[src/rtl/nbcac_20di_encoder_seq_if.sv]
// Handshake bundle between the NBCAC 20-bit encoder and its producer/consumer.
// master = the side that supplies words and accepts codewords; slave = the encoder.
interface nbcac_20di_encoder_seq_if;
    logic        in_valid;
    logic        in_ready;
    logic [19:0] v;
    logic        out_valid;
    logic        out_ready;
    logic [29:1] d;
    logic        chk_err;

    modport master (
        output in_valid, v, out_ready,
        input  in_ready, out_valid, d, chk_err
    );

    modport slave (
        input  in_valid, v, out_ready,
        output in_ready, out_valid, d, chk_err
    );
endinterface

[src/rtl/nbcac_20di_encoder_seq.sv]
// Greedy one-weight-per-cycle NBCAC encoder: 20-bit word -> 29-bit codeword d[29:1].
// Optional self-check (weighted re-sum vs. accepted word) enabled by macro NBCAC_ENC_SELFCHECK_EN.
module nbcac_20di_encoder_seq (
    input  logic                       clk,
    input  logic                       rst,
    nbcac_20di_encoder_seq_if.slave    bus
);
    typedef enum logic [1:0] {IDLE, CALC, DONE} state_t;

    state_t      state_q, state_d;
    logic [20:0] rem_q, rem_d;
    logic [4:0]  idx_q, idx_d;
    logic [29:1] d_q, d_d;

    logic [20:0] w_cur;
    logic        take;
    logic [20:0] rem_after;
    logic [29:1] d_calc;

    function automatic logic [20:0] weight_of(input logic [4:0] k);
        logic [20:0] w;
        case (k)
            5'd1:  w = 21'd1;
            5'd2:  w = 21'd635622;
            5'd3:  w = 21'd392836;
            5'd4:  w = 21'd242786;
            5'd5:  w = 21'd150050;
            5'd6:  w = 21'd92736;
            5'd7:  w = 21'd57314;
            5'd8:  w = 21'd35422;
            5'd9:  w = 21'd21892;
            5'd10: w = 21'd13530;
            5'd11: w = 21'd8362;
            5'd12: w = 21'd5168;
            5'd13: w = 21'd3194;
            5'd14: w = 21'd1974;
            5'd15: w = 21'd1220;
            5'd16: w = 21'd754;
            5'd17: w = 21'd466;
            5'd18: w = 21'd288;
            5'd19: w = 21'd178;
            5'd20: w = 21'd110;
            5'd21: w = 21'd68;
            5'd22: w = 21'd42;
            5'd23: w = 21'd26;
            5'd24: w = 21'd16;
            5'd25: w = 21'd10;
            5'd26: w = 21'd6;
            5'd27: w = 21'd4;
            5'd28: w = 21'd2;
            5'd29: w = 21'd2;
            default: w = 21'd0;
        endcase
        return w;
    endfunction

    assign w_cur     = weight_of(idx_q);
    assign take      = (rem_q >= w_cur);
    assign rem_after = take ? (rem_q - w_cur) : rem_q;

    // Only the bit selected by idx changes; d[1] picks up the leftover remainder bit on the last step.
    generate
        for (genvar gi = 2; gi <= 29; gi++) begin : g_dbit
            assign d_calc[gi] = (idx_q == 5'(gi)) ? take : d_q[gi];
        end
    endgenerate
    assign d_calc[1] = (idx_q == 5'd29) ? rem_after[0] : d_q[1];

    always_comb begin
        state_d = state_q;
        rem_d   = rem_q;
        idx_d   = idx_q;
        d_d     = d_q;
        case (state_q)
            IDLE: begin
                if (bus.in_valid) begin
                    rem_d   = {1'b0, bus.v};
                    idx_d   = 5'd2;
                    d_d     = '0;
                    state_d = CALC;
                end
            end
            CALC: begin
                rem_d = rem_after;
                d_d   = d_calc;
                if (idx_q == 5'd29) begin
                    state_d = DONE;
                end else begin
                    idx_d = idx_q + 5'd1;
                end
            end
            DONE: begin
                if (bus.out_ready) begin
                    state_d = IDLE;
                end
            end
            default: state_d = IDLE;
        endcase
    end

    always_ff @(posedge clk) begin
        if (rst) begin
            state_q <= IDLE;
            rem_q   <= '0;
            idx_q   <= 5'd2;
            d_q     <= '0;
        end else begin
            state_q <= state_d;
            rem_q   <= rem_d;
            idx_q   <= idx_d;
            d_q     <= d_d;
        end
    end

    assign bus.in_ready  = (state_q == IDLE);
    assign bus.out_valid = (state_q == DONE);
    assign bus.d         = d_q;

`ifdef NBCAC_ENC_SELFCHECK_EN
    logic [19:0] shadow_q, shadow_d;
    logic        chk_err_q, chk_err_d;
    logic [21:0] term [1:29];
    logic [21:0] wsum;

    generate
        for (genvar gi = 1; gi <= 29; gi++) begin : g_term
            assign term[gi] = d_q[gi] ? {1'b0, weight_of(5'(gi))} : 22'd0;
        end
    endgenerate

    always_comb begin
        wsum = '0;
        for (int k = 1; k <= 29; k++) begin
            wsum = wsum + term[k];
        end
    end

    always_comb begin
        shadow_d  = shadow_q;
        chk_err_d = chk_err_q;
        if (state_q == IDLE && bus.in_valid) begin
            shadow_d = bus.v;
        end
        if (state_q == DONE && wsum != {2'b00, shadow_q}) begin
            chk_err_d = 1'b1;
        end
    end

    always_ff @(posedge clk) begin
        if (rst) begin
            shadow_q  <= '0;
            chk_err_q <= 1'b0;
        end else begin
            shadow_q  <= shadow_d;
            chk_err_q <= chk_err_d;
        end
    end

    assign bus.chk_err = chk_err_q;
`else
    assign bus.chk_err = 1'b0;
`endif
endmodule
[src/flat_wrapper.sv]
// flat-port wrapper written by rule: the top's interface ports become plain ports
module nbcac_20di_encoder_seq_flat 
  (clk, rst, bus_in_valid, bus_v, bus_out_ready, bus_in_ready, bus_out_valid, bus_d, bus_chk_err);
  nbcac_20di_encoder_seq_if bus_i ();
  input  logic clk;
  input  logic rst;
  input wire logic [$bits(bus_i.in_valid)-1:0] bus_in_valid;
  input wire logic [$bits(bus_i.v)-1:0] bus_v;
  input wire logic [$bits(bus_i.out_ready)-1:0] bus_out_ready;
  output wire logic [$bits(bus_i.in_ready)-1:0] bus_in_ready;
  output wire logic [$bits(bus_i.out_valid)-1:0] bus_out_valid;
  output wire logic [$bits(bus_i.d)-1:0] bus_d;
  output wire logic [$bits(bus_i.chk_err)-1:0] bus_chk_err;
  assign bus_i.in_valid = bus_in_valid;
  assign bus_i.v = bus_v;
  assign bus_i.out_ready = bus_out_ready;
  assign bus_in_ready = bus_i.in_ready;
  assign bus_out_valid = bus_i.out_valid;
  assign bus_d = bus_i.d;
  assign bus_chk_err = bus_i.chk_err;
  nbcac_20di_encoder_seq u_core (.clk(clk), .rst(rst), .bus(bus_i));
endmodule
[config.mk]
export PLATFORM = sky130hd
export DESIGN_NAME = nbcac_20di_encoder_seq_flat
export DESIGN_NICKNAME = d
export VERILOG_FILES = /design/src/rtl/nbcac_20di_encoder_seq_if.sv /design/src/rtl/nbcac_20di_encoder_seq.sv /design/src/flat_wrapper.sv
export SDC_FILE = /design/constraint.sdc
export NUM_CORES = 1
export LEC_CHECK = 0
export ABC_CLOCK_PERIOD_IN_PS = 3600
export CAP_MARGIN = 15
export CORE_UTILIZATION = 57
export DETAILED_ROUTE_END_ITERATION = 8
export PLACE_DENSITY = 0.81
export SETUP_SLACK_MARGIN = 0.05
export SYNTH_ARGS = -nofsm -noshare
export SYNTH_HDL_FRONTEND = slang
export SYNTH_SLANG_ARGS = --single-unit
[constraint.sdc]
create_clock -name clk -period 3.6 [get_ports clk]
set_input_delay 0.72 -clock clk [delete_from_list [all_inputs] [get_ports clk]]
set_output_delay 0.72 -clock clk [all_outputs]
set_load 0.01 [all_outputs]
==> metrics.md, run 1 <==
| Metric | Value |
|---|---|
| Min-Delay Path Class | `reg2reg` |
| Peak per-stage delay on the critical path | `0.43 ns` |
| Vias in the first global route | `4355` |
| Max-Cap Viols | `0` |
| Critical path launch point type | `flip-flop` |
| Post-synthesis mux area share | `0.02524` |
| Register bit total from synthesis | `77` |
| Unique masters post-synth | `74` |
| GP Congestion | `0.9433` |
| Routed wire length | `12.81 mm` |
| Detailed Routing Iterations Pass 1 | `5` |
| Final ANT Viol Nets | `0` |
| First-pass GRT wire length | `20.77 mm` |
| Num CTS Buffers | `9` |
| Drt wl/cell | `16.99 um` |
| Maximum clock insertion buffer count | `2` |
| Most common cell after layout, fill and taps aside | `dfxtp_1` |
| Diodes inserted | `0` |
| Simple-Gate Fraction of Synth Area | `0.1934` |
| CORE AREA | `0.008217 sq mm` |
| Initial antenna violation count | `0` |
| Syn Nets | `664` |
| Post-synth top area share | `0.3173` |
| Peak supply drop | `0.1829 mV` |
| Async S/R FF share, synth | `0` |
| Worst skew pair latency | `0.36 ns` |
| Max Clk Rate | `0.3203 GHz` |
| CTS tree | `done` |
| Vias per cell | `6.139` |
| Initial DRC Count | `287` |
| Synth Area per Inst | `8.044 sq um` |
| Setup bufs post-CTS | `0` |
| Adder-cell area share of the yosys netlist | `0.09426` |
| Die Wd | `94.32 um` |
| Synth area leader | `dfxtp_1` |
| Tmin final | `3.122 ns` |
| Pleak | `2.352 nW` |
| Final nets | `704` |
| Final worst-path cycle share | `0.8672` |
| Largest net degree at the start of global routing | `47` |
| Largest family of logic cells by synthesized area | `compound AO/OA/AOI/OAI gates` |
| H-tree Lvls | `3` |
| Final Skew | `0.02060 ns` |
| Synth area leaders | `dfxtp_1 (32%), ha_1 (9.0%), nor2_1 (5.5%)` |
| Critical path's slowest cell | `dfxtp_1` |
| Commonest non-fill, non-tap cells in the layout | `dfxtp_1 (77), nor2_1 (71), clkdlybuf4s50_1 (53)` |
| Tot GR Track Use | `0.2991` |
| Clk sinks | `77` |
| Worst slew pin tran | `0.8605 ns` |
| EDFF count, synth | `0` |
| Xor and xnor area share after synthesis | `0.03786` |
| # DRC | `0` |
| Non-Filler Instances | `754` |
| Syn. warnings | `0` |
| Die height | `94.32 um` |
| Gr ovfl total | `0` |
| # hold bufs at CTS | `0` |
| Rows | `33` |
| Crit-path cells | `ha_1, nand4_1, a21oi_2, buf_4, nand2_1, o21ai_1, and2_1, inv_1, ha_1, nor2_1, nor2_4, o211ai_1, nand4_1` |
| Reg clk slew, reported paths | `0.08 ns` |
| Outcome | `completed` |
| # fillers | `685` |
| Crit path kind | `reg2reg` |
| Netlist Area Pre-Place | `0.004858 sq mm` |
| Register area share after synthesis | `0.3173` |
| Cell Pwr Density | `458.5 mW/mm^2` |
| Post_cts resized | `0` |
| IO Port Bufs | `54` |
| # IOs | `56` |
| Starting Density | `0.5913` |
| Pins Over Slew Limit | `0` |
| Ratio of cells with drive above 1 in the final layout | `0.08629` |
| Max FO, Critical Path | `6` |
| Placed cell count | `738` |
| RSZ-0062 raised after global routing | `false` |
| Slew headroom | `0.4249` |
| Worst EP arrival | `3.35 ns` |
| Setup Viol. Count Final | `0` |
| Mapped Cells | `604` |
| Commonest register cell after synthesis | `dfxtp_1` |
| Critical path required time | `3.82 ns` |
| CP Capture Type | `flip-flop` |
| Synth Area in Compound Gates | `0.2521` |
| Die footprint | `0.008896 sq mm` |
| Final Hold Vio Count | `0` |
| Clk Tree Root Cell | `clkbuf_8` |
| Routed vias | `4629` |
| P&R area growth vs syn | `15.71%` |
| Sum Neg Setup Slack | `0 ns` |
| DP Wirelength | `9.377 mm` |
power by group:
group	internal [mW]	switching [mW]
Combinational	0.380	0.517
Clock	0.344	0.346
Sequential	0.937	0.0535
Total	1.66	0.916
kinds of logic (layout without fill, tap and decap cells):
logic type,Yosys count,count (layout)
xor gates and xnor gates,21,21
DFF,77,77
buffers and inverters,80,125
adders and majority gates,36,36
other,1,1
and+or+nand+nor,195,195
muxes,12,12
AOI/OAI and AO/OA,182,182
synth_stat cells, drive strengths merged (10+ instances only):
master	instances
a211oi	20
a22oi	13
nand2	37
a21o	10
dfxtp	77
mux2i	10
inv	41
a31oi	13
o21ai	27
nand4	10
a21oi	52
ha	35
nand3	28
clkbuf	19
buf	20
xnor2	13
nor2	73
metrics by stage:
| step | hold slack (ns) | util | power (mW) | cell area (sq um) | worst slack [ns] |
|---|---|---|---|---|---|
| floorplan | 0.4474 | - | 1.651 | 4858 | 0.6840 |
| global placement | 0.4448 | 0.6591 | 1.868 | 5415 | 0.4073 |
| detailed placement | 0.4546 | 0.6591 | 1.890 | 5415 | 0.3291 |
| CTS | 0.4679 | 0.6842 | 2.573 | 5622 | 0.5269 |
| global route | 0.5042 | 0.6842 | 2.729 | 5622 | 0.2321 |
| finish | 0.4670 | 0.6842 | 2.578 | 5622 | 0.4780 |
path summary, 6_finish.rpt:
path | startpoint | endpoint | depth (start not counted) | slack, ns
worst min-delay path | u_core.bus.d[2]$_SDFFE_PP0P_ | u_core.bus.d[2]$_SDFFE_PP0P_ | 2 | 0.47
worst min register to register | u_core.bus.d[2]$_SDFFE_PP0P_ | u_core.bus.d[2]$_SDFFE_PP0P_ | 2 | 0.47
worst max-delay path | u_core.idx_q[0]$_SDFFE_PP0N_ | u_core.w_cur[1]$_DFF_P_ | 13 | 0.48
worst max register to register | u_core.idx_q[0]$_SDFFE_PP0N_ | u_core.w_cur[1]$_DFF_P_ | 13 | 0.48
metal layers:
| metal | wire, um | vias to the layer above | GRT usage |
|---|---|---|---|
| li1 | - | 2237 | - |
| met1 | 5689 | 2181 | 0.3969 |
| met5 | 0 | - | 0 |
| met4 | 285 | 0 | 0.1256 |
| met2 | 6028 | 181 | 0.4758 |
| met3 | 806 | 30 | 0.05259 |
critical path: cells and delay by family, from the launching register on:
family	cells	cell delay [ns]
AOI/OAI and AO/OA	3	0.54
and+or+nand+nor	6	1.01
adders and majority gates	2	0.71
DFF	1	0.43
buffers and inverters	2	0.30
layout make-up:
| type | count | area (sq um) | share of cell area |
|---|---|---|---|
| timing repair buffer | 68 | 640.6 | 0.1140 |
| clock buffer | 10 | 137.6 | 0.02448 |
| sequential | 77 | 1541 | 0.2742 |
| tap | 105 | 131.4 | 0.02337 |
| clock inverter | 6 | 68.82 | 0.01224 |
| inverter | 41 | 153.9 | 0.02738 |
| multi-input combinational | 447 | 2948 | 0.5244 |
state kept, by name (all words and copies together), names as in the netlist:
signal,count
u_core.idx_q,5
u_core.w_cur,20
u_core.state_q,2
u_core.rem_q,21
u_core.bus.d,29
(Power assumes the default switching activity.)
==> inputs of run 2 (changes only) <==
--- a/config.mk
+++ b/config.mk
@@ -7,6 +7,7 @@
 export LEC_CHECK = 0
 export ABC_CLOCK_PERIOD_IN_PS = 3600
 export CAP_MARGIN = 15
+export CORE_ASPECT_RATIO = 1.5
 export CORE_UTILIZATION = 57
 export DETAILED_ROUTE_END_ITERATION = 8
 export PLACE_DENSITY = 0.81
@@ -14,3 +15,4 @@
 export SYNTH_ARGS = -nofsm -noshare
 export SYNTH_HDL_FRONTEND = slang
 export SYNTH_SLANG_ARGS = --single-unit
+export TNS_END_PERCENT = 20
==> run 2 against run 1 <==
Sequential share of layout area shrank 0.49 points. Combinational power grew 2%. Non-clock buffer count grew 3. Wire length grew 4.0%. Clock power grew 26%. Critical path depth shrank 2. First-iteration DRC count grew 34%. Maximum frequency grew 0.15%. Global-route usage grew 0.45 points.
==> metrics.md, run 2 (synthesis gave the netlist of run 1 again) <==
| Metric | Value |
|---|---|
| Num CTS Buffers | `9` |
| Maximum clock insertion buffer count | `2` |
| Routed wire length | `13.32 mm` |
| Rows | `40` |
| Worst EP arrival | `3.33 ns` |
| Setup bufs post-CTS | `0` |
| Final nets | `707` |
| Largest net degree at the start of global routing | `43` |
| DP Wirelength | `9.722 mm` |
| First-pass GRT wire length | `21.20 mm` |
| Commonest non-fill, non-tap cells in the layout | `dfxtp_1 (77), nor2_1 (71), clkdlybuf4s50_1 (53)` |
| Initial antenna violation count | `0` |
| Crit path kind | `reg2reg` |
| Gr ovfl total | `0` |
| Die Wd | `77.38 um` |
| Final Skew | `0.006834 ns` |
| Multi-input gate area | `0.002948 sq mm` |
| Reg clk slew, reported paths | `0.06 ns` |
| Die footprint | `0.008904 sq mm` |
| CP startpoint | `u_core.idx_q[1]$_SDFFE_PP1N_` |
| IO Port Bufs | `54` |
| Pins Over Slew Limit | `0` |
| Final Power | `2.768 mW` |
| Most common cell after layout, fill and taps aside | `dfxtp_1` |
| Setup Viol. Count Final | `0` |
| Max reg flops | `29` |
| Ratio of cells with drive above 1 in the final layout | `0.08896` |
| # hold bufs at CTS | `0` |
| Tot GR Track Use | `0.3036` |
| Max FO, Critical Path | `20` |
| Diodes inserted | `0` |
| CP Capture Point | `u_core.w_cur[1]$_DFF_P_` |
| # fillers | `651` |
| Critical path launch point type | `flip-flop` |
| GP Congestion | `0.9635` |
| Peak supply drop | `0.2899 mV` |
| Outcome | `completed` |
| Die height | `115.1 um` |
| RSZ-0062 raised after global routing | `false` |
| P&R area growth vs syn | `17.82%` |
| Clk sinks | `77` |
| Worst slew pin tran | `0.6274 ns` |
| R2R cell count | `11` |
| Max-Cap Viols | `0` |
| Routed vias | `4709` |
| Critical path required time | `3.81 ns` |
| Starting Density | `0.5956` |
| CTS tree | `done` |
| # IOs | `56` |
| Worst skew pair latency | `0.34 ns` |
| Clk Tree Root Cell | `clkbuf_16` |
| H-tree Lvls | `3` |
| Detailed Routing Iterations Pass 1 | `5` |
| Sum Neg Setup Slack | `0 ns` |
| CP Capture Type | `flip-flop` |
| Max Clk Rate | `0.3208 GHz` |
| Drt wl/cell | `17.60 um` |
| Worst reg-to-reg setup slack | `0.48 ns` |
| Pleak | `2.402 nW` |
| Final ANT Viol Nets | `0` |
| Final worst-path cycle share | `0.8660` |
| Reg-to-reg critical path startpoint | `u_core.idx_q[1]$_SDFFE_PP1N_` |
| Tmin final | `3.118 ns` |
| Cell Pwr Density | `483.5 mW/mm^2` |
| # DRC | `0` |
| Vias in the first global route | `4498` |
| FF/Latch Area | `0.001541 sq mm` |
| Slew headroom | `0.5802` |
| CORE AREA | `0.008158 sq mm` |
| Min-Delay Path Class | `reg2reg` |
| Vias per cell | `6.221` |
| Post_cts resized | `0` |
| Initial DRC Count | `386` |
| FF-to-FF End | `u_core.w_cur[1]$_DFF_P_` |
| Final Hold Vio Count | `0` |
run 2: cell types whose count changed in the layout (fill, tap and decap cells not counted):
cell and change:
clkbuf_16 +9, clkbuf_8 -8, clkbuf_1 +1, buf_4 +3
bufinv_16 -1, clkinv_4 -1
run 2: worst min path at each step:
stage / from / end / slack [ns] / cells past startpoint
2_1_floorplan: u_core.rem_q[16]$_SDFFE_PP0P_ / u_core.rem_q[16]$_SDFFE_PP0P_ / 0.45 / 2
3_3_place_gp: u_core.bus.d[2]$_SDFFE_PP0P_ / u_core.bus.d[2]$_SDFFE_PP0P_ / 0.45 / 2
3_5_place_dp: u_core.bus.d[2]$_SDFFE_PP0P_ / u_core.bus.d[2]$_SDFFE_PP0P_ / 0.46 / 2
4_1_cts: u_core.bus.d[2]$_SDFFE_PP0P_ / u_core.bus.d[2]$_SDFFE_PP0P_ / 0.47 / 2
5_1_grt: u_core.rem_q[3]$_SDFFE_PP0P_ / u_core.rem_q[3]$_SDFFE_PP0P_ / 0.49 / 2
6_report: u_core.bus.d[2]$_SDFFE_PP0P_ / u_core.bus.d[2]$_SDFFE_PP0P_ / 0.46 / 2
run 2: routing by layer:
layer,share of wire,vias to the layer above,global-route usage
li1,-,2238,-
met1,0.40,2218,0.3440
met2,0.50,205,0.5310
met3,0.062,48,0.04683
met4,0.041,0,0.1912
met5,0,-,0
run 2: critical path, stage by stage (launching register included):
cell,delay [ns]
dfxtp_1,0.43
inv_1,0.10
ha_1,0.27
nand4_1,0.25
or3b_1,0.40
xor2_1,0.16
or3_4,0.45
inv_2,0.31
nor2_1,0.16
and3_1,0.23
a21oi_1,0.13
nand4_1,0.09
run 2: final cells by class:
type | instances | share of cell area
clock buffer | 12 | 0.04481
clock inverter | 4 | 0.005246
inverter | 41 | 0.02689
multi-input combinational | 447 | 0.5150
sequential | 77 | 0.2693
tap | 105 | 0.02295
timing repair buffer | 71 | 0.1158
run 2: power breakdown:
part	total (mW)	switching [mW]	leakage, nW	internal (mW)
combinational	0.911	0.527	1.63	0.383
clock	0.867	0.358	0.140	0.508
sequential	0.991	0.0521	0.630	0.938
run 2: metrics by stage:
stage                     setup slack (ns)    util  area (sq um)  hold slack, ns  std cells
after floorplan                     0.6840       -          4858          0.4474        604
after global placement              0.4218  0.6666          5438          0.4454        741
after detailed placement            0.3797  0.6666          5438          0.4572        741
after CTS                           0.5339  0.7017          5724          0.4679        757
after global routing                0.2932  0.7017          5724          0.4935        757
final                               0.4825  0.7017          5724          0.4633        757
==> inputs of run 3 (changes only) <==
--- a/config.mk
+++ b/config.mk
@@ -7,10 +7,13 @@
 export LEC_CHECK = 0
 export ABC_CLOCK_PERIOD_IN_PS = 3600
 export CAP_MARGIN = 15
+export CELL_PAD_IN_SITES_DETAIL_PLACEMENT = 0
+export CELL_PAD_IN_SITES_GLOBAL_PLACEMENT = 1
 export CORE_ASPECT_RATIO = 1.5
-export CORE_UTILIZATION = 57
+export CORE_UTILIZATION = 42
+export CTS_CLUSTER_SIZE = 24
 export DETAILED_ROUTE_END_ITERATION = 8
-export PLACE_DENSITY = 0.81
+export PLACE_DENSITY_LB_ADDON = 0.3
 export SETUP_SLACK_MARGIN = 0.05
 export SYNTH_ARGS = -nofsm -noshare
 export SYNTH_HDL_FRONTEND = slang
==> run 3 against run 2 <==
Sequential cell count unchanged. Wire length up 2.4%. Sequential share of layout area down 0.27 points. Utilization down 18 points. Clock power up 7.5%. Clock-buffer cell count down 1. Combinational power down 0.8%. Worst setup slack better by 0.033 ns. Critical path depth unchanged. Non-clock buffer count down 1. Worst hold slack worse by 0.00085 ns.
==> metrics.md, run 3 (synthesis gave the netlist of run 1 again) <==
| Metric | Value |
|---|---|
| Final Power | `2.826 mW` |
| Routed vias | `4497` |
| Fin area | `0.005783 sq mm` |
| Clk sinks | `77` |
| Reg clk slew, reported paths | `0.06 ns` |
| Slew headroom | `0.5972` |
| Max Clk Rate | `0.3242 GHz` |
| # fillers | `1129` |
| Die footprint | `0.01201 sq mm` |
| Commonest non-fill, non-tap cells in the layout | `dfxtp_1 (77), nor2_1 (71), clkdlybuf4s50_1 (53)` |
| First-pass GRT wire length | `22.05 mm` |
| Routed wire length | `13.65 mm` |
| Crit path kind | `reg2reg` |
| Initial antenna violation count | `0` |
| # hold bufs at CTS | `0` |
| Worst skew pair latency | `0.34 ns` |
| Post_cts resized | `0` |
| Max FO, Critical Path | `20` |
| CP Capture Point | `u_core.w_cur[1]$_DFF_P_` |
| Vias in the first global route | `4405` |
| DP Wirelength | `10.12 mm` |
| Internal cell power | `1.879 mW` |
| Setup Viol. Count Final | `0` |
| H-tree Lvls | `3` |
| Num CTS Buffers | `9` |
| CORE AREA | `0.01117 sq mm` |
| Most frequent CP cell | `nand4_1` |
| Pleak | `2.408 nW` |
| Post-route setup slack | `0.5150 ns` |
| CP startpoint | `u_core.idx_q[1]$_SDFFE_PP1N_` |
| Worst slew pin tran | `0.5890 ns` |
| Peak per-stage delay on the critical path | `0.45 ns` |
| Crit-path cells | `inv_1, ha_1, nand4_1, or3b_1, xor2_1, or3_4, inv_2, nor2_1, and3_1, a21oi_1, nand4_1` |
| Placed cell count | `782` |
| IO Port Bufs | `54` |
| Drt wl/cell | `17.10 um` |
| Place WS | `0.3363 ns` |
| Starting Density | `0.4348` |
| Max reg flops | `29` |
| Detailed Routing Iterations Pass 1 | `4` |
| Hold Path Stages | `2` |
| Clk Tree Root Cell | `clkbuf_16` |
| Max-Cap Viols | `0` |
| # DRC | `0` |
| RSZ-0062 raised after global routing | `false` |
| Outcome | `completed` |
| Critical path required time | `3.82 ns` |
| Setup bufs post-CTS | `0` |
| Critical path launch point type | `flip-flop` |
| Final nets | `706` |
| Hold path start | `u_core.bus.d[2]$_SDFFE_PP0P_` |
| P&R area growth vs syn | `19.03%` |
| Maximum clock insertion buffer count | `2` |
| Seq pwr share | `0.350` |
| Diodes inserted | `0` |
| Rows | `47` |
| Most common cell after layout, fill and taps aside | `dfxtp_1` |
| Initial DRC Count | `233` |
| Non-Filler Instances | `798` |
| Clock Power Share | `0.330` |
| Reg-to-reg critical path startpoint | `u_core.idx_q[1]$_SDFFE_PP1N_` |
| Area post-placement | `0.005483 sq mm` |
| Die Wd | `89.82 um` |
| Final Hold Vio Count | `0` |
| CTS tree | `done` |
| Combinational power share | `0.320` |
| R2R cell count | `11` |
| Gr ovfl total | `0` |
| Tot GR Track Use | `0.2328` |
| Final ANT Viol Nets | `0` |
| Peak supply drop | `0.2611 mV` |
| Tmin final | `3.085 ns` |
| # IOs | `56` |
| Sum Neg Setup Slack | `0 ns` |
| Critical path's slowest cell | `or3_4` |
| GP Congestion | `0.8849` |
| Final worst-path cycle share | `0.8569` |
| Worst EP arrival | `3.30 ns` |
| Worst reg-to-reg setup slack | `0.52 ns` |
| Largest net degree at the start of global routing | `44` |
| Vias per cell | `5.635` |
| Cell Pwr Density | `488.6 mW/mm^2` |
| Pins Over Slew Limit | `0` |
| Sw Share | `0.3351` |
| Die height | `133.7 um` |
| CP Capture Type | `flip-flop` |
| Final Skew | `0.008690 ns` |
| FF-to-FF End | `u_core.w_cur[1]$_DFF_P_` |
| Min-Delay Path Class | `reg2reg` |
| Ratio of cells with drive above 1 in the final layout | `0.08756` |
| NetSw | `0.9468 mW` |
-- run 3: layout make-up --
type                       instances  area (sq um)  area share
timing repair buffer              70         655.6      0.1134
clock inverter                     5         57.56    0.009952
clock buffer                      11         242.7     0.04197
tap                              147         183.9     0.03180
sequential                        77          1541      0.2666
inverter                          41         153.9     0.02661
multi-input combinational        447          2948      0.5097
-- run 3: worst min path at each step --
stage | endpoint | slack, ns
3_3_place_gp | u_core.bus.d[2]$_SDFFE_PP0P_ | 0.45
2_1_floorplan | u_core.rem_q[16]$_SDFFE_PP0P_ | 0.45
3_5_place_dp | u_core.bus.d[2]$_SDFFE_PP0P_ | 0.45
5_1_grt | u_core.bus.d[2]$_SDFFE_PP0P_ | 0.49
6_report | u_core.bus.d[2]$_SDFFE_PP0P_ | 0.46
4_1_cts | u_core.bus.d[2]$_SDFFE_PP0P_ | 0.46
-- run 3: per-stage QoR --
| step | hold WS, ns | util |
|---|---|---|
| 2_1_floorplan | 0.4474 | - |
| 3_3_place_gp | 0.4454 | 0.4907 |
| 3_5_place_dp | 0.4528 | 0.4907 |
| 4_1_cts | 0.4628 | 0.5176 |
| 5_1_grt | 0.4859 | 0.5176 |
| 6_report | 0.4625 | 0.5176 |
-- run 3: power by group through the flow --
| stage | Clock, mW | Sequential, mW | Combinational (mW) |
|---|---|---|---|
| 2_1_floorplan | 0 | 1.00 | 0.651 |
| 3_3_place_gp | 0 | 1.01 | 0.889 |
| 3_5_place_dp | 0 | 1.01 | 0.900 |
| 4_1_cts | 0.949 | 0.990 | 0.905 |
| 5_1_grt | 0.990 | 0.999 | 0.996 |
| 6_report | 0.932 | 0.990 | 0.904 |
-- run 3: worst max-delay path: cells and delay by family (launching register included) --
| kind | cells | cell delay [ns] |
|---|---|---|
| simple gates | 6 | 1.60 |
| compound gates | 1 | 0.12 |
| flops | 1 | 0.41 |
| xor+xnor | 1 | 0.15 |
| fa+ha+maj | 1 | 0.28 |
| buf+inv | 2 | 0.38 |
-- run 3: layer usage --
metal | track usage | part of all wire
met2 | 0.4167 | 0.51
met3 | 0.02397 | 0.024
met5 | 0 | 0
met4 | 0.1138 | 0.029
met1 | 0.2757 | 0.44
